$ cat src/rtl/hist_peak_finder_if.sv
// Bin-stream / peak-result bundle for hist_peak_finder.
//   master : histogram builder side (drives bins + thresh, consumes results)
//   slave  : peak finder side (accepts bins, drives results)
// Signals:
//   binValid/binReady : beat handshake
//   binCount/binLast  : bin count and end-of-frame marker
//   hisNumIn          : histogram id, meaningful on a frame's first beat
//   thresh            : minimum peak count, sampled on the end beat
//   peakValid         : one-cycle result strobe
//   peakBin/peakCount/leftCount/rightCount/noPeak/hisNumOut : frame result
interface hist_peak_finder_if #(
  parameter int NB    = 6,
  parameter int CNT_W = 8
);
  logic             binValid;
  logic             binReady;
  logic [CNT_W-1:0] binCount;
  logic             binLast;
  logic             hisNumIn;
  logic [CNT_W-1:0] thresh;
  logic             peakValid;
  logic [NB-1:0]    peakBin;
  logic [CNT_W-1:0] peakCount;
  logic [CNT_W-1:0] leftCount;
  logic [CNT_W-1:0] rightCount;
  logic             noPeak;
  logic             hisNumOut;

  modport master (
    output binValid, binCount, binLast, hisNumIn, thresh,
    input  binReady, peakValid, peakBin, peakCount, leftCount, rightCount,
           noPeak, hisNumOut
  );

  modport slave (
    input  binValid, binCount, binLast, hisNumIn, thresh,
    output binReady, peakValid, peakBin, peakCount, leftCount, rightCount,
           noPeak, hisNumOut
  );
endinterface

$ cat src/rtl/hist_peak_finder.sv
// Histogram peak finder. Consumes one frame of bin counts (one bin per beat),
// tracks the strictly-greatest bin (ties keep the earliest), and on the end
// beat reports the peak index/count plus both neighbour counts for sub-bin
// interpolation downstream. A frame ends on binLast or on bin BIN_NUM-1.
// Ports:
//   clk : rising-edge clock
//   res : synchronous active-high reset
//   bus : hist_peak_finder_if.slave (bin stream in, peak result out)
module hist_peak_finder #(
  parameter int NB      = 6,
  parameter int BIN_NUM = 64,
  parameter int CNT_W   = 8
) (
  input  logic                clk,
  input  logic                res,
  hist_peak_finder_if.slave   bus
);

  typedef enum logic [1:0] {IDLE, SCAN, REPORT} state_t;

  state_t           state;
  logic [NB-1:0]    idx;        // index expected for the next SCAN beat
  logic [NB-1:0]    max_idx;
  logic [CNT_W-1:0] max_cnt;
  logic [CNT_W-1:0] left_cnt;
  logic [CNT_W-1:0] right_cnt;
  logic [CNT_W-1:0] prev_cnt;
  logic             right_pend; // peak's right neighbour not yet seen
  logic             his_q;

  logic             acc;
  logic             first;
  logic             last;
  logic [NB-1:0]    cur_idx;
  logic [NB-1:0]    max_idx_n;
  logic [CNT_W-1:0] max_n, left_n, right_n;
  logic             rp_n, his_n;

  assign bus.binReady = (state != REPORT);
  assign acc          = bus.binValid & bus.binReady;
  assign first        = (state == IDLE);
  assign cur_idx      = first ? '0 : idx;
  assign last         = bus.binLast | (cur_idx == NB'(BIN_NUM - 1));
  assign his_n        = first ? bus.hisNumIn : his_q;

  // Tracker update for the beat on the bus; a new maximum restarts the
  // neighbour capture, so it wins over a pending right capture.
  always_comb begin
    max_n     = max_cnt;
    max_idx_n = max_idx;
    left_n    = left_cnt;
    right_n   = right_cnt;
    rp_n      = right_pend;
    if (first) begin
      max_n     = bus.binCount;
      max_idx_n = '0;
      left_n    = '0;
      right_n   = '0;
      rp_n      = 1'b1;
    end else if (bus.binCount > max_cnt) begin
      max_n     = bus.binCount;
      max_idx_n = idx;
      left_n    = prev_cnt;
      rp_n      = 1'b1;
    end else if (right_pend) begin
      right_n   = bus.binCount;
      rp_n      = 1'b0;
    end
  end

  always_ff @(posedge clk) begin
    if (res) begin
      state          <= IDLE;
      idx            <= '0;
      max_idx        <= '0;
      max_cnt        <= '0;
      left_cnt       <= '0;
      right_cnt      <= '0;
      prev_cnt       <= '0;
      right_pend     <= 1'b0;
      his_q          <= 1'b0;
      bus.peakValid  <= 1'b0;
      bus.peakBin    <= '0;
      bus.peakCount  <= '0;
      bus.leftCount  <= '0;
      bus.rightCount <= '0;
      bus.noPeak     <= 1'b0;
      bus.hisNumOut  <= 1'b0;
    end else begin
      bus.peakValid <= 1'b0;
      case (state)
        IDLE, SCAN: begin
          if (acc) begin
            max_cnt    <= max_n;
            max_idx    <= max_idx_n;
            left_cnt   <= left_n;
            right_cnt  <= right_n;
            right_pend <= rp_n;
            prev_cnt   <= bus.binCount;
            his_q      <= his_n;
            idx        <= cur_idx + NB'(1);
            if (last) begin
              // Results include the end beat; an uncaptured right neighbour
              // means the peak sits on the last bin.
              state          <= REPORT;
              bus.peakValid  <= 1'b1;
              bus.peakBin    <= max_idx_n;
              bus.peakCount  <= max_n;
              bus.leftCount  <= left_n;
              bus.rightCount <= rp_n ? '0 : right_n;
              bus.noPeak     <= (max_n < bus.thresh);
              bus.hisNumOut  <= his_n;
            end else begin
              state <= SCAN;
            end
          end
        end
        default: state <= IDLE;
      endcase
    end
  end

endmodule

$ cat src/flat_wrapper.sv
// flat-port wrapper written by rule: the top's interface ports become plain ports
module hist_peak_finder_flat 
#(
  parameter int NB      = 6,
  parameter int BIN_NUM = 64,
  parameter int CNT_W   = 8
)
  (clk, res, bus_binValid, bus_binCount, bus_binLast, bus_hisNumIn, bus_thresh, bus_binReady, bus_peakValid, bus_peakBin, bus_peakCount, bus_leftCount, bus_rightCount, bus_noPeak, bus_hisNumOut);
  hist_peak_finder_if #(.NB(NB), .CNT_W(CNT_W)) bus_i ();
  input  logic clk;
  input  logic res;
  input wire logic [$bits(bus_i.binValid)-1:0] bus_binValid;
  input wire logic [$bits(bus_i.binCount)-1:0] bus_binCount;
  input wire logic [$bits(bus_i.binLast)-1:0] bus_binLast;
  input wire logic [$bits(bus_i.hisNumIn)-1:0] bus_hisNumIn;
  input wire logic [$bits(bus_i.thresh)-1:0] bus_thresh;
  output wire logic [$bits(bus_i.binReady)-1:0] bus_binReady;
  output wire logic [$bits(bus_i.peakValid)-1:0] bus_peakValid;
  output wire logic [$bits(bus_i.peakBin)-1:0] bus_peakBin;
  output wire logic [$bits(bus_i.peakCount)-1:0] bus_peakCount;
  output wire logic [$bits(bus_i.leftCount)-1:0] bus_leftCount;
  output wire logic [$bits(bus_i.rightCount)-1:0] bus_rightCount;
  output wire logic [$bits(bus_i.noPeak)-1:0] bus_noPeak;
  output wire logic [$bits(bus_i.hisNumOut)-1:0] bus_hisNumOut;
  assign bus_i.binValid = bus_binValid;
  assign bus_i.binCount = bus_binCount;
  assign bus_i.binLast = bus_binLast;
  assign bus_i.hisNumIn = bus_hisNumIn;
  assign bus_i.thresh = bus_thresh;
  assign bus_binReady = bus_i.binReady;
  assign bus_peakValid = bus_i.peakValid;
  assign bus_peakBin = bus_i.peakBin;
  assign bus_peakCount = bus_i.peakCount;
  assign bus_leftCount = bus_i.leftCount;
  assign bus_rightCount = bus_i.rightCount;
  assign bus_noPeak = bus_i.noPeak;
  assign bus_hisNumOut = bus_i.hisNumOut;
  hist_peak_finder #(.NB(NB), .BIN_NUM(BIN_NUM), .CNT_W(CNT_W)) u_core (.clk(clk), .res(res), .bus(bus_i));
endmodule
$ cat config.mk
export PLATFORM = sky130hd
export DESIGN_NAME = hist_peak_finder_flat
export DESIGN_NICKNAME = d
export VERILOG_FILES = /design/src/rtl/hist_peak_finder_if.sv /design/src/rtl/hist_peak_finder.sv /design/src/flat_wrapper.sv
export SDC_FILE = /design/constraint.sdc
export NUM_CORES = 1
export LEC_CHECK = 0
export ABC_AREA = 1
export ABC_CLOCK_PERIOD_IN_PS = 3900
export CAP_MARGIN = 20
export CORE_AREA = 4 4 86 108
export CTS_CLUSTER_SIZE = 24
export DETAILED_ROUTE_END_ITERATION = 8
export DIE_AREA = 0 0 90 112
export GPL_ROUTABILITY_DRIVEN = 1
export HOLD_SLACK_MARGIN = 0.15
export PLACE_DENSITY = 0.72
export SLEW_MARGIN = 10
export SYNTH_ARGS = -nofsm -noshare
export SYNTH_HDL_FRONTEND = slang
export SYNTH_SLANG_ARGS = --single-unit
$ cat constraint.sdc
create_clock -name clk -period 3.9 [get_ports clk]
set_input_delay 1.17 -clock clk [delete_from_list [all_inputs] [get_ports clk]]
set_output_delay 1.17 -clock clk [all_outputs]
set_load 0.005 [all_outputs]
### Yosys cells after proc, flatten, opt, wreduce, memory -nomap -nowiden

Index checks and enable logic that the tools add are counted.

| operators by class | value |
|---|---|
| add/subtract/negate cells | 1 |
| multipliers | 0 |
| divide/modulo/power cells | 0 |
| $lt $le $gt $ge | 2 |
| equal/unequal tests | 3 |
| shifts and indexed selects | 0 |
| mux-type cells | 16 |
| bitwise logic cells | 4 |
| reduce and logical (&&, ||, !) cells | 6 |

Operators by type and width:

| operator | count |
|---|---|
| 8-bit two-way mux | 8 |
| 6-bit two-way mux | 3 |
| 8-bit greater-than comparator | 1 |
| 8-bit < comparator | 1 |
| 6-bit by 1-bit adder with 6-bit output, second input constant | 1 |
| 6-bit == test, second input constant | 1 |
| 1-bit two-way mux | 4 |
| 2-bit OR reduction | 2 |
| 3-bit AND reduction | 1 |
| 3-bit OR reduction | 1 |
| 2-bit by 1-bit == test with 1-bit output, second input constant | 1 |
| 2-bit logical NOT | 1 |
| 2-bit two-way mux | 1 |
| 2-bit inequality test, second input constant | 1 |
| 1-bit NOT | 2 |
| 2-bit AND reduction | 1 |
| 1-bit AND | 1 |
| 1-bit OR | 1 |

| storage, ports and cells | value |
|---|---|
| bits in registers | 81 |
| bits in latches | 0 |
| RAM bits | 0 |
| memory bits (read-only) | 0 |
| bits of input ports | 21 |
| word-level logic and storage cells | 48 |
| memories | 0 |

### Logic depth before layout (Yosys ltp)

| logic depth | value |
|---|---|
| depth after elaboration | 5 |
| gate-level depth with buffers | 22 |
| gate-level depth less buffers | 21 |

### Worst setup path before layout

No wires, ideal clock.

| path | value |
|---|---|
| kind | input-to-reg |
| start | input port bus_binCount[7] |
| end | register u_core.bus.noPeak |
| library setup time | 0.132 ns |
| arrival | 3.062 ns |
| slack | 0.706 ns |
| stages on the path | 16 |
| buffers on the path | 0 |
| cell sequence | ha_1 nand2_1 nor2_1 nand2_1 nand2_1 nand2_1 nand2_2 inv_2 or2_2 o21ai_0 inv_1 ha_1 a21oi_1 o211a_1 nand2_1 a21oi_1 |

| on the way | value |
|---|---|
| longest elaborated chain between the ends | 4 |

RTL lines:

| item | line | source |
|---|---|---|
| start: declaration | flat_wrapper.sv:13 | `input wire logic [$bits(bus_i.binCount)-1:0] bus_binCount;` |
| 8-bit greater-than comparator | hist_peak_finder.sv:60 | `end else if (bus.binCount > max_cnt) begin` |
| 8-bit two-way mux | hist_peak_finder.sv:60 |  |
| 8-bit two-way mux | hist_peak_finder.sv:54 | `if (first) begin` |
| via u_core.max_n[5] | hist_peak_finder.sv:36 | `logic [CNT_W-1:0] max_n, left_n, right_n;` |
| 8-bit < comparator | hist_peak_finder.sv:111 | `bus.noPeak <= (max_n < bus.thresh);` |
| end signal: assignment | hist_peak_finder.sv:111 |  |
| end: declaration | hist_peak_finder_if.sv:38 | `noPeak, hisNumOut` |

The timed path passes the listed nets, and every way through them passes these cells.
A chain may end at the register's enable or synchronous reset.

### Worst setup path after layout

| path | value |
|---|---|
| start | input port bus_binCount[6] |
| end | register u_core.bus.noPeak |

The elaborated chain is that of the path after synthesis.

==> metrics.cfg <==
[synth]
syn_area_um2 = 3640
yosys_warnings = 0
ys_seq_area_share_pct = 44.6
synth_fp_nets = 517
syn-instance-count = 480
synth.avg_cell_area_um2 = 7.57
synth_cell_types = 32
synth_seq_cells = 81

[route]
wl_mm = 8.56
firstDrtPassIters = 4
first_iter_violations = 230
via_count = 3280
wl_per_cell_um = 13.5
drcViolationCount = 0
postRouteAntennaNets = 0
vias_per_cell = 5.17

[grt]
grtUsageTotal_pct = 17.6
grt_pass1_wl_mm = 14.7
grt.overflow.total = 0
grt_max_degree = 46
grt_pass1_vias = 3223
grt_antenna_before_repair = 0

[floorplanning]
die_w_um = 90
core-area_um2 = 8190
io_pins = 55
rows = 37
dieArea_um2 = 10100
dieHeight_um = 112
initial_core_util_pct = 44.4

[timing]
fin_ws_ns = 0.368
tns_ns = 0
finalMaxSlewViolations = 0
timing_worst_slew_pin_value_ns = 0.664
slew_headroom_pct = 55.7
finalCriticalPeriod_ns = 3.53
rsz0062_at_grt = false
setup_viol = 0
final-hold-violation-count = 0
max_freq_mhz = 283
fin_crit_sh_pct = 90.6
fin_skew_ns = 0.00519

[hold_path]
holdPathEnd = u_core.his_q$_SDFFE_PP0P_
min_path_cells = 2
min_path_type = reg2reg
hp-start = u_core.his_q$_SDFFE_PP0P_

[worst_setup_path]
endpoint_kind = flip-flop
crit_path_start_kind = input port
r2r_start = u_core.state[1]$_SDFFE_PP0P_
reg2reg_depth = 12
rr_endpoint = u_core.bus.rightCount[7]$_SDFFE_PP0P_
crit_arrival_ns = 3.76
path_max_fanout = 6
r2r_slack_ns = 1.35
required_ns = 4.12
critical_path_class = in2reg

[clock_tree]
clk_pin_slew_ns = 0.07
clock-sinks = 81
h-tree-depth = 3
insertion_delay_ns = 0.35
clk_path_buf_depth = 2
cts_tree = yes
postCtsResizedCells = 0
postCtsSetupRepairBufs = 0
cts_hold_buf = 0
ctsRootBufferMaster = clkbuf_8
numCtsBuffers = 9

[layout]
nNetsFinal = 571
area_delta_synth_final_pct = 23.1
fin_area_um2 = 4470
drive_gt1_share_pct = 8.55
antennaDiodeCount = 0

[place]
place_ws_ns = 0.00848
hpwl_mm = 5.97
port_buffers = 54
post_dp_cell_area_um2 = 4300
place_congestion = 0.878

[power]
switchingPower_uw = 507
p_comb_share_pct = 18.3
switching_share_pct = 27.9
clkPwrFrac_pct = 32.0
power_leakage_nw = 1.85
vdd_drop_max_mv = 0.216
cellInternalPower_mw = 1.31
power_frac_seq_pct = 49.7
power_density_nw_per_um2 = 407

[run]
cap_violations = 0

[run_status]
status = finished, final reports clean

[placed cells by master, fill, tap and decap left out, drive strengths merged]
cell type and instances:
dfxtp 81, o21ai 69, nor2 68, nand2 66, clkdlybuf4s50 54, inv 54, a21oi 53, ha 16
buf 15, clkbuf 12, o211ai 9, a211oi 8, nand3 7, a221oi 6, o22ai 4, or2 3
a311oi 2, nor3 2, clkinv 2, a21o 1, nand4 1, a31oi 1, o211a 1, xor2 1
clkinvlp 1, bufinv 1
[cell type report]
| type | instances | area (um^2) |
|---|---|---|
| repair buffers | 69 | 653 |
| well taps | 97 | 121 |
| clock buffers | 12 | 135 |
| clock inverters | 3 | 42.5 |
| flip-flops and latches | 81 | 1620 |
| multi-input cells | 318 | 1690 |
| inverters | 55 | 206 |
| fillers | 763 | 3720 |
[registers in the layout, indices dropped and copies added, names as in the netlist]
register	cells
u_core.bus.peakCount	8
u_core.max_cnt	8
u_core.bus.rightCount	8
u_core.right_pend	1
u_core.bus.leftCount	8
u_core.state	2
u_core.his_q	1
u_core.max_idx	6
u_core.bus.hisNumOut	1
u_core.right_cnt	8
u_core.left_cnt	8
u_core.prev_cnt	8
u_core.bus.peakValid	1
u_core.bus.noPeak	1
u_core.idx	6
u_core.bus.peakBin	6
[Yosys cell counts, drive strengths merged]
cell    number  area share, %
ha          16            5.5
nor2        68            7.8
o211ai       9            1.9
nand2       66            6.9
a221oi       6            1.4
nor3         2           0.58
a21oi       53            7.3
inv         54            5.6
a211oi       8            1.7
a21o         1           0.21
o211a        1           0.28
clkbuf      17            1.8
or2          3           0.52
buf          9            1.4
clkinv       1           0.10
nand4        1           0.17
nand3        7           0.96
o21ai       69            9.7
o22ai        4           0.69
dfxtp       81             45
xor2         1           0.24
a311oi       2           0.48
a31oi        1           0.34
[cell families after synthesis]
| family | synth area share (%) |
|---|---|
| AND/OR/NAND/NOR | 16.9 |
| buffers and inverters | 8.81 |
| XOR/XNOR | 0.241 |
| flip-flops | 44.6 |
| AO/OA/AOI/OAI | 24.0 |
| adder cells (fa/ha/maj) | 5.51 |
[worst max-delay path, cell delays in order]
cell             delay (ns)
clkdlybuf4s50_1        0.51
ha_1                   0.33
nand2_1                0.06
nor2_1                 0.14
nand2_1                0.07
nand2_1                0.05
nand2_1                0.07
nand2_2                0.11
inv_2                  0.04
or2_2                  0.26
o21ai_0                0.15
inv_1                  0.10
ha_1                   0.30
a21oi_1                0.06
o211a_1                0.20
nand2_1                0.06
a21oi_1                0.05
[power groups by stage]
stage	registers, mW	clock network, mW	logic [mW]
2_1_floorplan	0.920	0	0.208
4_1_cts	0.904	0.595	0.335
3_3_place_gp	0.922	0	0.326
5_1_grt	0.911	0.627	0.379
3_5_place_dp	0.923	0	0.333
6_report	0.904	0.582	0.333
[per-stage QoR]
step	hold slack, ns	std cells	util (%)	power [mW]
floorplan	0.425	480	-	1.13
CTS	0.458	635	54.6	1.83
detailed placement	0.446	620	52.4	1.26
finish	0.454	635	54.6	1.82
global placement	0.434	620	52.4	1.25
global route	0.490	635	54.6	1.92
[routing by layer]
layer,vias up,GRT usage [%],part of all wire (%)
met5,-,0,0
met4,0,8.58,2.5
met3,17,3.04,4.6
met2,84,28.5,46
met1,1479,22.6,47
li1,1700,-,-
[how the worst max path moves through the flow]
stage	cells past startpoint	from	slack, ns	endpoint
floorplan	16	bus_binCount[7]	0.71	u_core.bus.noPeak$_SDFFE_PP0P_
global placement	19	bus_binCount[3]	0.07	u_core.bus.noPeak$_SDFFE_PP0P_
detailed placement	19	bus_binCount[2]	0.008	u_core.bus.noPeak$_SDFFE_PP0P_
CTS	17	bus_binCount[6]	0.39	u_core.bus.noPeak$_SDFFE_PP0P_
global route	21	bus_binCount[0]	0.12	u_core.bus.noPeak$_SDFFE_PP0P_
finish	17	bus_binCount[6]	0.37	u_core.bus.noPeak$_SDFFE_PP0P_
No activity file was read; power rests on OpenSTA's default activity.
